$ cat config.mk
export PLATFORM = sky130hd
export DESIGN_NAME = instruction_fetch_unit
export DESIGN_NICKNAME = d
export VERILOG_FILES = /design/src/rtl/mips_pkg.sv /design/src/rtl/fetch_pc_reg.sv /design/src/rtl/instruction_fetch_unit.sv
export SDC_FILE = /design/constraint.sdc
export NUM_CORES = 1
export LEC_CHECK = 0
export CORE_UTILIZATION = 40
export DETAILED_ROUTE_END_ITERATION = 6
export PLACE_DENSITY = 0.83
export SLEW_MARGIN = 20
export SYNTH_ARGS = -nofsm -noshare
export SYNTH_HDL_FRONTEND = slang
export SYNTH_SLANG_ARGS = --single-unit
$ cat constraint.sdc
create_clock -name clk -period 2.48 [get_ports clk]
set_clock_uncertainty 0.2 [all_clocks]
set_input_delay 0.496 -clock clk [delete_from_list [all_inputs] [get_ports clk]]
set_output_delay 0.496 -clock clk [all_outputs]
set_load 0.03 [all_outputs]
$ cat src/rtl/mips_pkg.sv
// Shared types and constants for the MIPS pipeline front end.
package mips_pkg;

  typedef enum logic {
    RUN  = 1'b0,
    HALT = 1'b1
  } ifu_state_t;

  localparam logic [31:0] HALT_INSTR_DEFAULT = 32'hFC00_0000;
  localparam logic [31:0] NOP_INSTR          = 32'h0000_0000;
  localparam logic [31:0] PC_STEP            = 32'd4;

  // Instruction memory is word-indexed, so redirect targets drop their byte offset.
  function automatic logic [31:0] align_word(input logic [31:0] addr);
    return {addr[31:2], 2'b00};
  endfunction

endpackage

$ cat src/rtl/fetch_pc_reg.sv
// Program counter with next-PC selection (reset / redirect / hold / +4)
// and the sticky misaligned-redirect flag.
module fetch_pc_reg
  import mips_pkg::*;
#(
  parameter logic [31:0] RESET_PC = 32'h0000_0000
) (
  input  logic        clk,
  input  logic        reset,
  input  logic        redirect,
  input  logic [31:0] redirect_pc,
  input  logic        advance,
  output logic [31:0] pc,
  output logic        misalign_err
);

  logic [31:0] pc_d, pc_q;
  logic        misalign_d, misalign_q;

  always_comb begin
    pc_d       = pc_q;
    misalign_d = misalign_q;
    if (redirect) begin
      pc_d = align_word(redirect_pc);
      if (redirect_pc[1:0] != 2'b00) begin
        misalign_d = 1'b1;
      end
    end else if (advance) begin
      pc_d = pc_q + PC_STEP;
    end
  end

  always_ff @(posedge clk) begin
    if (reset) begin
      pc_q       <= RESET_PC;
      misalign_q <= 1'b0;
    end else begin
      pc_q       <= pc_d;
      misalign_q <= misalign_d;
    end
  end

  assign pc           = pc_q;
  assign misalign_err = misalign_q;

endmodule

$ cat src/rtl/instruction_fetch_unit.sv
// IF stage: drives the PC to async instruction memory and captures the
// returned word into the IF/ID register; handles stall, redirect and halt.
//
// state | meaning
// RUN   | fetching one word per unstalled cycle
// HALT  | halt word fetched; pc frozen, IF/ID bubble until a redirect
module instruction_fetch_unit
  import mips_pkg::*;
#(
  parameter logic [31:0] RESET_PC   = 32'h0000_0000,
  parameter logic [31:0] HALT_INSTR = HALT_INSTR_DEFAULT,
  parameter logic [31:0] NOP_INSTR  = 32'h0000_0000
) (
  input  logic        clk,
  input  logic        reset,
  output logic [31:0] imem_addr,
  input  logic [31:0] imem_instr,
  input  logic        stall_if,
  input  logic        redirect_valid,
  input  logic [31:0] redirect_pc,
  output logic [31:0] if_id_instr,
  output logic [31:0] if_id_pc,
  output logic [31:0] if_id_pc_plus4,
  output logic        if_id_valid,
  output logic        halted,
  output logic        misalign_err,
  output logic [31:0] fetch_count
);

  ifu_state_t  state_d, state_q;
  logic [31:0] instr_d, instr_q;
  logic [31:0] ifpc_d, ifpc_q;
  logic [31:0] pc4_d, pc4_q;
  logic        valid_d, valid_q;
  logic        halted_d, halted_q;
  logic [31:0] count_d, count_q;
  logic [31:0] pc;
  logic        advance;

  // Redirect wins over stall, and is honoured in both states.
  assign advance = (state_q == RUN) && !redirect_valid && !stall_if;

  fetch_pc_reg #(
    .RESET_PC (RESET_PC)
  ) u_pc (
    .clk          (clk),
    .reset        (reset),
    .redirect     (redirect_valid),
    .redirect_pc  (redirect_pc),
    .advance      (advance),
    .pc           (pc),
    .misalign_err (misalign_err)
  );

  always_comb begin
    state_d = state_q;
    instr_d = instr_q;
    ifpc_d  = ifpc_q;
    pc4_d   = pc4_q;
    valid_d = valid_q;
    count_d = count_q;
    if (redirect_valid) begin
      instr_d = NOP_INSTR;
      valid_d = 1'b0;
      state_d = RUN;
    end else if (state_q == HALT) begin
      instr_d = NOP_INSTR;
      valid_d = 1'b0;
    end else if (advance) begin
      instr_d = imem_instr;
      ifpc_d  = pc;
      pc4_d   = pc + PC_STEP;
      valid_d = 1'b1;
      if (count_q != 32'hFFFF_FFFF) begin
        count_d = count_q + 32'd1;
      end
      if (imem_instr == HALT_INSTR) begin
        state_d = HALT;
      end
    end
    halted_d = (state_d == HALT);
  end

  always_ff @(posedge clk) begin
    if (reset) begin
      state_q  <= RUN;
      instr_q  <= NOP_INSTR;
      ifpc_q   <= 32'h0;
      pc4_q    <= 32'h0;
      valid_q  <= 1'b0;
      halted_q <= 1'b0;
      count_q  <= 32'h0;
    end else begin
      state_q  <= state_d;
      instr_q  <= instr_d;
      ifpc_q   <= ifpc_d;
      pc4_q    <= pc4_d;
      valid_q  <= valid_d;
      halted_q <= halted_d;
      count_q  <= count_d;
    end
  end

  assign imem_addr      = pc;
  assign if_id_instr    = instr_q;
  assign if_id_pc       = ifpc_q;
  assign if_id_pc_plus4 = pc4_q;
  assign if_id_valid    = valid_q;
  assign halted         = halted_q;
  assign fetch_count    = count_q;

endmodule

==> results of run 1 <==
[state kept, by name, summed over array words and instances (netlist names)]
register,flops
fetch_count,32
halted,1
if_id_instr,32
if_id_pc,30
if_id_pc_plus4,30
if_id_valid,1
u_pc.misalign_err,1
u_pc.pc,30
[cell families after synthesis]
kind of cell,synth area share (%)
compound gates,14.6
buf+inv,5.42
fa+ha+maj,0.352
xor+xnor,7.39
flops,44.2
other cells,0.0527
simple gates,26.9
mux,1.04
[per-stage QoR]
stage,TNS [ns],hold slack (ns),instances
6_report,0,0.252,1366
5_1_grt,0,0.248,1366
4_1_cts,0,0.242,1366
3_5_place_dp,-3.18,0.246,1334
3_3_place_gp,-1.19,0.234,1334
2_1_floorplan,0,0.352,887
[what timing repair did]
item	CTS	global route
endpoints found under the setup margin	0	5
setup buffers	0	0
gates resized for setup	0	2
[worst register-to-register path: stages, from the launching register on]
cell,delay [ns]
dfxtp_1,0.48
nand4_1,0.22
nor2_1,0.28
nand3_2,0.26
or4_1,0.52
a311oi_1,0.24
[area by class of cell]
cell class	instances	area, µm²
Clock buffer	20	457
Clock inverter	12	183
Fill cell	1472	6740
Inverter	9	33.8
Multi-Input combinational cell	645	3610
Sequential cell	157	3150
Tap cell	225	282
Timing Repair Buffer	298	2850
[power by group]
part	switching, mW	leakage, nW	internal (mW)
Clock	1.10	0.304	1.75
Combinational	0.528	2.04	0.403
Sequential	0.0604	1.28	2.61
Total	1.69	3.62	4.77
[Yosys cell counts (all sizes together), types with 2 or more instances]
cell    instances  area [µm²]
or3            22         138
or2             2        12.5
nand2         170         648
nand4          19         125
mux2            3        33.8
nand3          29         163
xnor2          43         377
or4             8        60.1
mux2i           4        40.0
a21oi          88         440
nor2b           3        18.8
nor4b           3        26.3
xor2           17         149
a311oi         11        96.3
o21ai          20         100
o31ai           8        60.1
inv             9        33.8
a211oi         39         293
nor3           14        81.3
ha              2        25.0
buf            32         186
and2            4        25.0
and3            6        42.5
nor2           81         304
nor4           23         144
clkbuf         44         165
dfxtp         157        3140
and4           13         118
a31oi           2        12.5
[routing by layer]
layer | vias up | track usage, % | share of wire (%)
li1 | 3552 | - | -
met1 | 3442 | 28.2 | 43
met2 | 244 | 40.3 | 49
met3 | 31 | 6.29 | 6.5
met4 | 0 | 7.43 | 1.5
met5 | - | 0 | 0
[path summary, 6_finish.rpt]
kind	start	to	slack, ns	cells after the start
setup / recovery	u_pc.pc[24]	imem_addr[24]	0.13	2
hold / removal	if_id_instr[8]	if_id_instr[8]	0.25	2
setup reg to reg	u_pc.pc[9]	u_pc.pc[31]	0.18	5
hold reg to reg	if_id_instr[8]	if_id_instr[8]	0.25	2
==> results.md, run 1 <==
* Power Density at 611 nW/µm²
* CTS root buf: clkbuf_16
* Status: finished clean
* Drt via density at 5.32
* DPL Wire Length at 15.4 mm
* CP max-delay cell: clkdlybuf4s50_1
* Post-Syn Area at 7110 µm²
* Slew headroom at 60.4%
* Gpl congestion at 0.813
* Vias in the first global route at 6800
* Worst-path fanout max at 8
* Most frequent cells in the layout: 222 x clkdlybuf4s50_1, 168 x nand2_1, 155 x dfxtp_1, 88 x a21oi_1, 80 x nor2_1
* Max-cap violations at 0
* Ys Warns at 0
* Actual slew at the worst max-slew pin at 0.594 ns
* Setup WS pre-CTS at -0.165 ns
* WL per Instance at 16.0 µm
* Req. time, crit path at 1.78 ns
* Post-synth top flop: dfxtp_1
* Post-DRT Antenna Nets at 0
* First-pass iteration count of the detailed router at 6
* Clock Sink Count at 157
* Synthesis-to-finish area growth at 48.5%
* # setup viols final at 0
* Commonest non-fill, non-tap cell in the layout: clkdlybuf4s50_1
* Core area at 17300 µm²
* Post-synthesis sequential area ratio at 44.2%
* Clock buffer depth at 2
* Routed WL at 21.9 mm
* Post-route cell area at 10600 µm²
* Nets@finish at 1198
* Clk_lat worst skew at 0.42 ns
* Final Worst Setup Slack at 0.134 ns
* Tcrit/Tclk final at 94.6%
* Post-DP Area at 9910 µm²
* CTS Buf Count at 17
* Number of synthesized flops with an enable pin at 0
* Final hold violations at 0
* Largest stage delay, worst path at 0.69 ns
* All-Layer GR Usage at 23.4%
* Syn Area/Cell at 8.06 µm²
* Chip width at 135 µm
* Worst Path Buf+Inv at 2
* DR vias at 7269
* LEAKAGE at 3.62 nW
* RSZ-0062 raised after global routing: false
* Peak supply drop at 0.000459 V
* Io pins at 231
* Die ar. at 18300 µm²
* Floorplan row count at 48
* Post-CTS Hold Fix Bufs at 0
* Flops & latches, synth at 157
* Worst-path clk slew at 0.06 ns
* CTS tree: yes
* Layout cell share with drive strength beyond 1 at 10.9%
* N_diodes at 0
* Initial antenna violation count at 0
* Largest net degree at the start of global routing at 76
* H-tree Lvls at 4
* Starting DRT DRC Count at 419
* CP Capture Type: primary output
* Crit-path cells: buf_4 > clkdlybuf4s50_1
* Drt drc at 0
* Post-synth ARST share at 0%
* Port-buffer cells at 224
* Post-synthesis cell type count at 48
* GRT overflow at 0
* Post-Route Utilization at 61.0%
* First-pass GRT wire length at 33.9 mm
* Critical Path Start Type: flop
* Final Power at 6.45 mW
* Worst EP arrival at 1.65 ns
* Initial Util at 41.1%
* Worst hold path type: flop to flop
* Post-Synthesis Cells at 882
* CP top delay family: buffers and inverters
* CP Class: flop to primary output
* Slew Limit Fails at 0
* DIE HEIGHT at 135 µm
* Tmin final at 2.35 ns
* Fmax at 0.426 GHz
Note: power is estimated with default switching activity, not from simulation.
==> run 2: changes to the inputs <==
CORE_UTILIZATION = 30   (was 40)
PLACE_DENSITY = 0.67   (was 0.83)
SYNTH_HIERARCHICAL = 1   (was unset)
==> results.md, run 2 <==
* Status: finished clean (unchanged)
* Initial antenna violation count at 1 (was 0)
* Final hold violations at 0 (unchanged)
* Most Crowded Layer GR: met2 (unchanged)
* Drt via density at 5.13 (was 5.32)
* Met1 usage at 25.3% (was 28.2%)
* CP top delay family: simple AND/OR/NAND/NOR gates (was buffers and inverters)
* CTS root buf: clkbuf_16 (unchanged)
* CP Class: flop to flop (was flop to primary output)
* Worst hold path type: input port to flop (was flop to flop)
* Fmax at 0.416 GHz (was 0.426 GHz)
* Post-DP Area at 10600 µm² (was 9910 µm²)
* Syn Area/Cell at 8.05 µm² (was 8.06 µm²)
* DR vias at 7893 (was 7269)
* Clock Sink Count at 159 (was 157)
* Worst-path fanout max at 20 (was 8)
* Most frequent cells in the layout: 217 x clkdlybuf4s50_1, 169 x nand2_1, 151 x dfxtp_1, 100 x a21oi_1, 83 x buf_4 (was 222 x clkdlybuf4s50_1, 168 x nand2_1, 155 x dfxtp_1, 88 x a21oi_1, 80 x nor2_1)
* Top cells by count, synth: 170 x nand2_1, 159 x dfxtp_1, 101 x a21oi_1 (was 168 x nand2_1, 157 x dfxtp_1, 88 x a21oi_1)
* Final Power at 6.21 mW (was 6.45 mW)
* Port-buffer cells at 228 (was 224)
* CTS Buf Count at 17 (unchanged)
* CP Capture Type: flop (was primary output)
* Post-synthesis sequential area ratio at 42.5% (was 44.2%)
* DPL Wire Length at 17.9 mm (was 15.4 mm)
* LEAKAGE at 3.96 nW (was 3.62 nW)
* All-Layer GR Usage at 19.2% (was 23.4%)
* Initial Util at 30.7% (was 41.1%)
* Post-synth top flop: dfxtp_1 (unchanged)
* Nets@finish at 1274 (was 1198)
* Floorplan row count at 57 (was 48)
* Post-synthesis cell type count at 59 (was 48)
* # setup viols final at 0 (unchanged)
* Post-Syn Area at 7480 µm² (was 7110 µm²)
* Starting DRT DRC Count at 469 (was 419)
* Ys Warns at 6 (was 0)
* CP max-delay cell: or4_4 (was clkdlybuf4s50_1)
* Worst Path Buf+Inv at 0 (was 2)
* Slew Limit Fails at 0 (unchanged)
* Layout cell share with drive strength beyond 1 at 13.0% (was 10.9%)
* Chip width at 160 µm (was 135 µm)
* GR Util met3 at 3.92% (was 6.29%)
* Worst-path clk slew at 0.07 ns (was 0.06 ns)
* Flops & latches, synth at 159 (was 157)
* Final Worst Setup Slack at 0.0735 ns (was 0.134 ns)
* Io pins at 231 (unchanged)
* Tmin final at 2.41 ns (was 2.35 ns)
* M2 GR Usage at 31.9% (was 40.3%)
* Peak supply drop at 0.000301 V (was 0.000459 V)
* Largest cells by area after synthesis: dfxtp_1 43%, nand2_1 8.5%, a21oi_1 6.8% (was dfxtp_1 44%, nand2_1 8.9%, a21oi_1 6.2%)
* Largest stage delay, worst path at 0.64 ns (was 0.69 ns)
* Drt drc at 0 (unchanged)
* Synth area leader: dfxtp_1 (unchanged)
* First-pass GRT wire length at 39.4 mm (was 33.9 mm)
* Core area at 24400 µm² (was 17300 µm²)
* GRT overflow at 0 (unchanged)
* Clock buffer depth at 2 (unchanged)
* Post-route cell area at 11300 µm² (was 10600 µm²)
* Req. time, crit path at 2.60 ns (was 1.78 ns)
* Routed WL at 24.8 mm (was 21.9 mm)
* Synthesis-to-finish area growth at 50.9% (was 48.5%)
* Synth top area share at 42.5% (was 44.2%)
* Actual slew at the worst max-slew pin at 0.720 ns (was 0.594 ns)
* Worst EP arrival at 2.53 ns (was 1.65 ns)
* Vias in the first global route at 7391 (was 6800)
* Crit-path cells: nand4_2 > or4_4 > or4_1 > a311oi_1 (was buf_4 > clkdlybuf4s50_1)
* Largest net degree at the start of global routing at 57 (was 76)
* RSZ-0062 raised after global routing: false (unchanged)
* Slew headroom at 51.9% (was 60.4%)
* Critical Path Start Type: flop (unchanged)
* Tcrit/Tclk final at 97.0% (was 94.6%)
* Clk_lat worst skew at 0.42 ns (about the same)
* N_diodes at 0 (unchanged)
* CTS tree: yes (unchanged)
* First-pass iteration count of the detailed router at 5 (was 6)
* H-tree Lvls at 4 (unchanged)
* Post-synth ARST share at 0% (unchanged)
* Power Density at 550 nW/µm² (was 611 nW/µm²)
* WL per Instance at 16.1 µm (was 16.0 µm)
* Setup WS pre-CTS at -0.462 ns (was -0.165 ns)
* Die ar. at 25600 µm² (was 18300 µm²)
* Commonest non-fill, non-tap cell in the layout: clkdlybuf4s50_1 (unchanged)
* Count leader, synth: nand2_1 (unchanged)
* Gpl congestion at 0.880 (was 0.813)
* DIE HEIGHT at 160 µm (was 135 µm)
* Max-cap violations at 0 (unchanged)
* Post-Synthesis Cells at 930 (was 882)
* Post-DRT Antenna Nets at 0 (unchanged)
* Number of synthesized flops with an enable pin at 0 (unchanged)
run 2: cell types whose count changed in the layout (fill, tap and decap cells not counted), moves of 10 or more:
cell / delta
or4_1: +13
nor2_1: -14
a21oi_1: +12
xnor2_1: -24
nand4_1: +10
o31ai_1: +11
buf_4: +12
run 2: cells by family (layout without fill, tap and decap cells):
| group | after synthesis | count (layout) | share of synthesized area, % |
|---|---|---|---|
| adders and majority gates | 3 | 3 | 0.502 |
| and+or+nand+nor | 442 | 442 | 30.5 |
| other | 1 | 2 | 0.0501 |
| AOI/OAI and AO/OA | 202 | 202 | 16.6 |
| muxes | 6 | 6 | 0.869 |
| DFF | 159 | 159 | 42.5 |
| xor gates and xnor gates | 36 | 36 | 4.21 |
| buffers and inverters | 81 | 365 | 4.70 |
run 2: final cells by class:
cell class	count	area [µm²]
clock buffers	21	480
fillers	2425	13100
flip-flops and latches	159	3190
well taps	324	405
inverters	17	76.3
multi-input cells	691	4020
repair buffers	317	3030
clock inverters	10	80.1
run 2: timing repair:
action / 4_1_cts / 5_1_grt
hold buffers: 0 / 0
setup buffers: 0 / 1
pin swaps: 1 / 3
gates resized for setup: 2 / 19
setup endpoints to repair: 5 / 24
cloned: 0 / 1
run 2: where the power goes:
part | internal [mW] | total (mW) | switching, mW
Sequential | 2.65 | 2.74 | 0.0890
Combinational | 0.420 | 0.978 | 0.558
Clock | 1.39 | 2.50 | 1.10
run 2: through the flow:
stage	hold slack, ns	std cells	TNS, ns	utilization [%]
global placement	0.239	1506	-19.16	43.6
floorplan	0.371	931	-1.17	-
CTS	0.187	1537	0	45.9
detailed placement	0.244	1506	-12.98	43.6
global route	0.199	1539	0	46.3
finish	0.215	1539	0	46.3
run 2: path summary, 6_finish.rpt:
kind	startpoint	end	slack (ns)	cells after the start
worst min register to register	u_pc/misalign_err	u_pc/misalign_err	0.25	2
worst max-delay path	u_pc/pc[10]	u_pc/pc[20]	0.07	4
worst min-delay path	reset	u_pc/pc[28]	0.21	2
worst max register to register	u_pc/pc[10]	u_pc/pc[20]	0.07	4
run 2: metal layers:
metal  up-vias  wire, µm  share of wire [%]
met5         -         0                  0
met2       263     11700                 47
li1       3899         -                  -
met3        13      1560                6.3
met1      3718     11300                 46
met4         0       179               0.72
run 2: worst reg2reg max path, stage by stage (launching register included):
cell      delay [ns]
dfxtp_2         0.45
nand4_2         0.17
or4_4           0.64
or4_1           0.56
a311oi_1        0.28
==> run 3: changes to the inputs <==
CAP_MARGIN = 20   (was unset)
CORE_UTILIZATION = 26   (was 30)
PLACE_DENSITY = 0.62   (was 0.67)
==> results.md, run 3 (same netlist as run 2, synthesis figures left out) <==
* Status: finished clean (unchanged)
* Crit-path cells: clkdlybuf4s50_1 > or3_4 > clkinv_8 > nand2_1 > or3_1 > buf_6 > nor4_2 > mux2_1 (was nand4_2 > or4_4 > or4_1 > a311oi_1)
* Hold path depth at 2 (unchanged)
* Final Power at 6.22 mW (was 6.21 mW)
* Drt via density at 4.97 (was 5.13)
* Vias in the first global route at 7316 (was 7391)
* CTS Buf Count at 17 (unchanged)
* Reg2reg start: u_pc/pc[16] (was u_pc/pc[10])
* Synthesis-to-finish area growth at 51.9% (was 50.9%)
* Worst hold path type: flop to flop (was input port to flop)
* Req. time, crit path at 2.59 ns (was 2.60 ns)
* Slew Limit Fails at 0 (unchanged)
* Fill count at 2849 (was 2425)
* CP max-delay cell: clkdlybuf4s50_1 (was or4_4)
* Worst-path clk slew at 0.07 ns (about the same)
* GRT overflow at 0 (unchanged)
* Chip width at 172 µm (was 160 µm)
* CTS tree: yes (unchanged)
* Fmax at 0.406 GHz (was 0.416 GHz)
* Largest stage delay, worst path at 0.46 ns (was 0.64 ns)
* Io pins at 231 (unchanged)
* DR vias at 7959 (was 7893)
* Total negative slack at 0 ns (unchanged)
* N_diodes at 0 (unchanged)
* WL per Instance at 16.7 µm (was 16.1 µm)
* Routed WL at 26.7 mm (was 24.8 mm)
* DPL Wire Length at 19.2 mm (was 17.9 mm)
* Drt drc at 0 (unchanged)
* Reg2reg end: u_pc/pc[26] (was u_pc/pc[20])
* Post-Route Utilization at 40.6% (was 46.3%)
* First-pass iteration count of the detailed router at 5 (unchanged)
* Initial Util at 26.7% (was 30.7%)
* Die ar. at 29500 µm² (was 25600 µm²)
* CP Capture Type: flop (unchanged)
* Port-buffer cells at 228 (unchanged)
* R2R cell count at 4 (unchanged)
* DIE HEIGHT at 172 µm (was 160 µm)
* Largest net degree at the start of global routing at 93 (was 57)
* First-pass GRT wire length at 40.5 mm (was 39.4 mm)
* Tmin final at 2.46 ns (was 2.41 ns)
* Crit. Startpoint: stall_if (was u_pc/pc[10])
* Placed cell count at 1569 (was 1506)
* Power Density at 547 nW/µm² (was 550 nW/µm²)
* Initial antenna violation count at 0 (was 1)
* Clk_lat worst skew at 0.42 ns (about the same)
* Core area at 28000 µm² (was 24400 µm²)
* All-Layer GR Usage at 17.8% (was 19.2%)
* Most frequent cells in the layout: 221 x clkdlybuf4s50_1, 168 x nand2_1, 148 x dfxtp_1, 101 x a21oi_1, 93 x buf_4 (was 217 x clkdlybuf4s50_1, 169 x nand2_1, 151 x dfxtp_1, 100 x a21oi_1, 83 x buf_4)
* Post-CTS Hold Fix Bufs at 0 (unchanged)
* Starting DRT DRC Count at 585 (was 469)
* Clock buffer depth at 2 (unchanged)
* Post-DRT Antenna Nets at 0 (unchanged)
* Clock Sink Count at 159 (unchanged)
* CP Class: input port to flop (was flop to flop)
* Worst EP arrival at 2.57 ns (was 2.53 ns)
* Nets@finish at 1283 (was 1274)
* H-tree Lvls at 4 (unchanged)
* Max-cap violations at 0 (unchanged)
* Hold Slack at 0.252 ns (was 0.215 ns)
* Register area at 3200 µm² (was 3190 µm²)
* Slew headroom at 65.9% (was 51.9%)
* Peak supply drop at 0.000424 V (was 0.000301 V)
* CTS root buf: clkbuf_16 (unchanged)
* Actual slew at the worst max-slew pin at 0.507 ns (was 0.720 ns)
* Final hold violations at 0 (unchanged)
* Footprint of the multi-input gates at 4030 µm² (was 4020 µm²)
* Floorplan row count at 61 (was 57)
* Finished Layout Cells at 1602 (was 1539)
* Worst-path fanout max at 12 (was 20)
* Critical Path Start Type: input port (was flop)
* Layout cell share with drive strength beyond 1 at 13.8% (was 13.0%)
* Tcrit/Tclk final at 99.2% (was 97.0%)
* Commonest non-fill, non-tap cell in the layout: clkdlybuf4s50_1 (unchanged)
* LEAKAGE at 3.93 nW (was 3.96 nW)
* R2r setup slk at 0.13 ns (was 0.07 ns)
* # setup viols final at 0 (unchanged)
* Gpl congestion at 0.850 (was 0.880)
* Crit path capture: fetch_count[29] (was u_pc/pc[20])
run 3: cell types whose count changed in the layout (fill, tap and decap cells not counted), sizes merged:
cell and change:
dlymetal6s2s -6, clkinvlp +1, buf +8, clkdlybuf4s50 +4, dlygate4sd2 +2, clkbuf -1
or4 +1
run 3: metal layers:
| metal | vias to the layer above | track usage (%) | part of all wire [%] |
|---|---|---|---|
| li1 | 3926 | - | - |
| met1 | 3716 | 23.7 | 45 |
| met2 | 283 | 28.6 | 46 |
| met3 | 34 | 4.05 | 7.0 |
| met4 | 0 | 5.12 | 1.7 |
| met5 | - | 0 | 0 |
run 3: worst min path at each step:
stage                       from           endpoint  slack (ns)
5_1_grt             if_id_pc[17]       if_id_pc[17]        0.27
2_1_floorplan  u_pc/misalign_err  u_pc/misalign_err        0.37
3_5_place_dp     if_id_instr[14]    if_id_instr[14]        0.25
4_1_cts          if_id_instr[14]    if_id_instr[14]        0.26
3_3_place_gp   u_pc/misalign_err  u_pc/misalign_err        0.24
6_report         if_id_instr[14]    if_id_instr[14]        0.25
run 3: final cells by class:
cell class,instances,share of cell area [%]
Sequential cell,159,28.1
Timing Repair Buffer,325,26.9
Clock buffer,20,4.02
Inverter,17,0.671
Clock inverter,11,0.737
Multi-Input combinational cell,692,35.4
Tap cell,378,4.16
run 3: through the flow:
step / setup WS [ns] / cell area, µm²
after CTS: 0.00670 / 11300
after global routing: -0.0318 / 11400
final: 0.0186 / 11400
after detailed placement: -0.453 / 10700
after global placement: -0.443 / 10700
after floorplan: -0.288 / 7540
run 3: timing repair:
item                                    4_1_cts  5_1_grt
buffers inserted                              0        1
gates resized for setup                       5       17
pin swaps                                     0        4
gates cloned                                  0        1
endpoints found under the setup margin        5       24
run 3: worst max-delay path: cells and delay by family:
| kind | cells | cell delay (ns) |
|---|---|---|
| buffers and inverters | 3 | 0.71 |
| muxes | 1 | 0.34 |
| and+or+nand+nor | 4 | 1.02 |
run 3: where the power goes:
part	switching [mW]	internal [mW]	leakage, nW	total, mW
Combinational	0.564	0.426	2.37	0.991
Sequential	0.0916	2.65	1.30	2.74
Clock	1.15	1.34	0.255	2.48
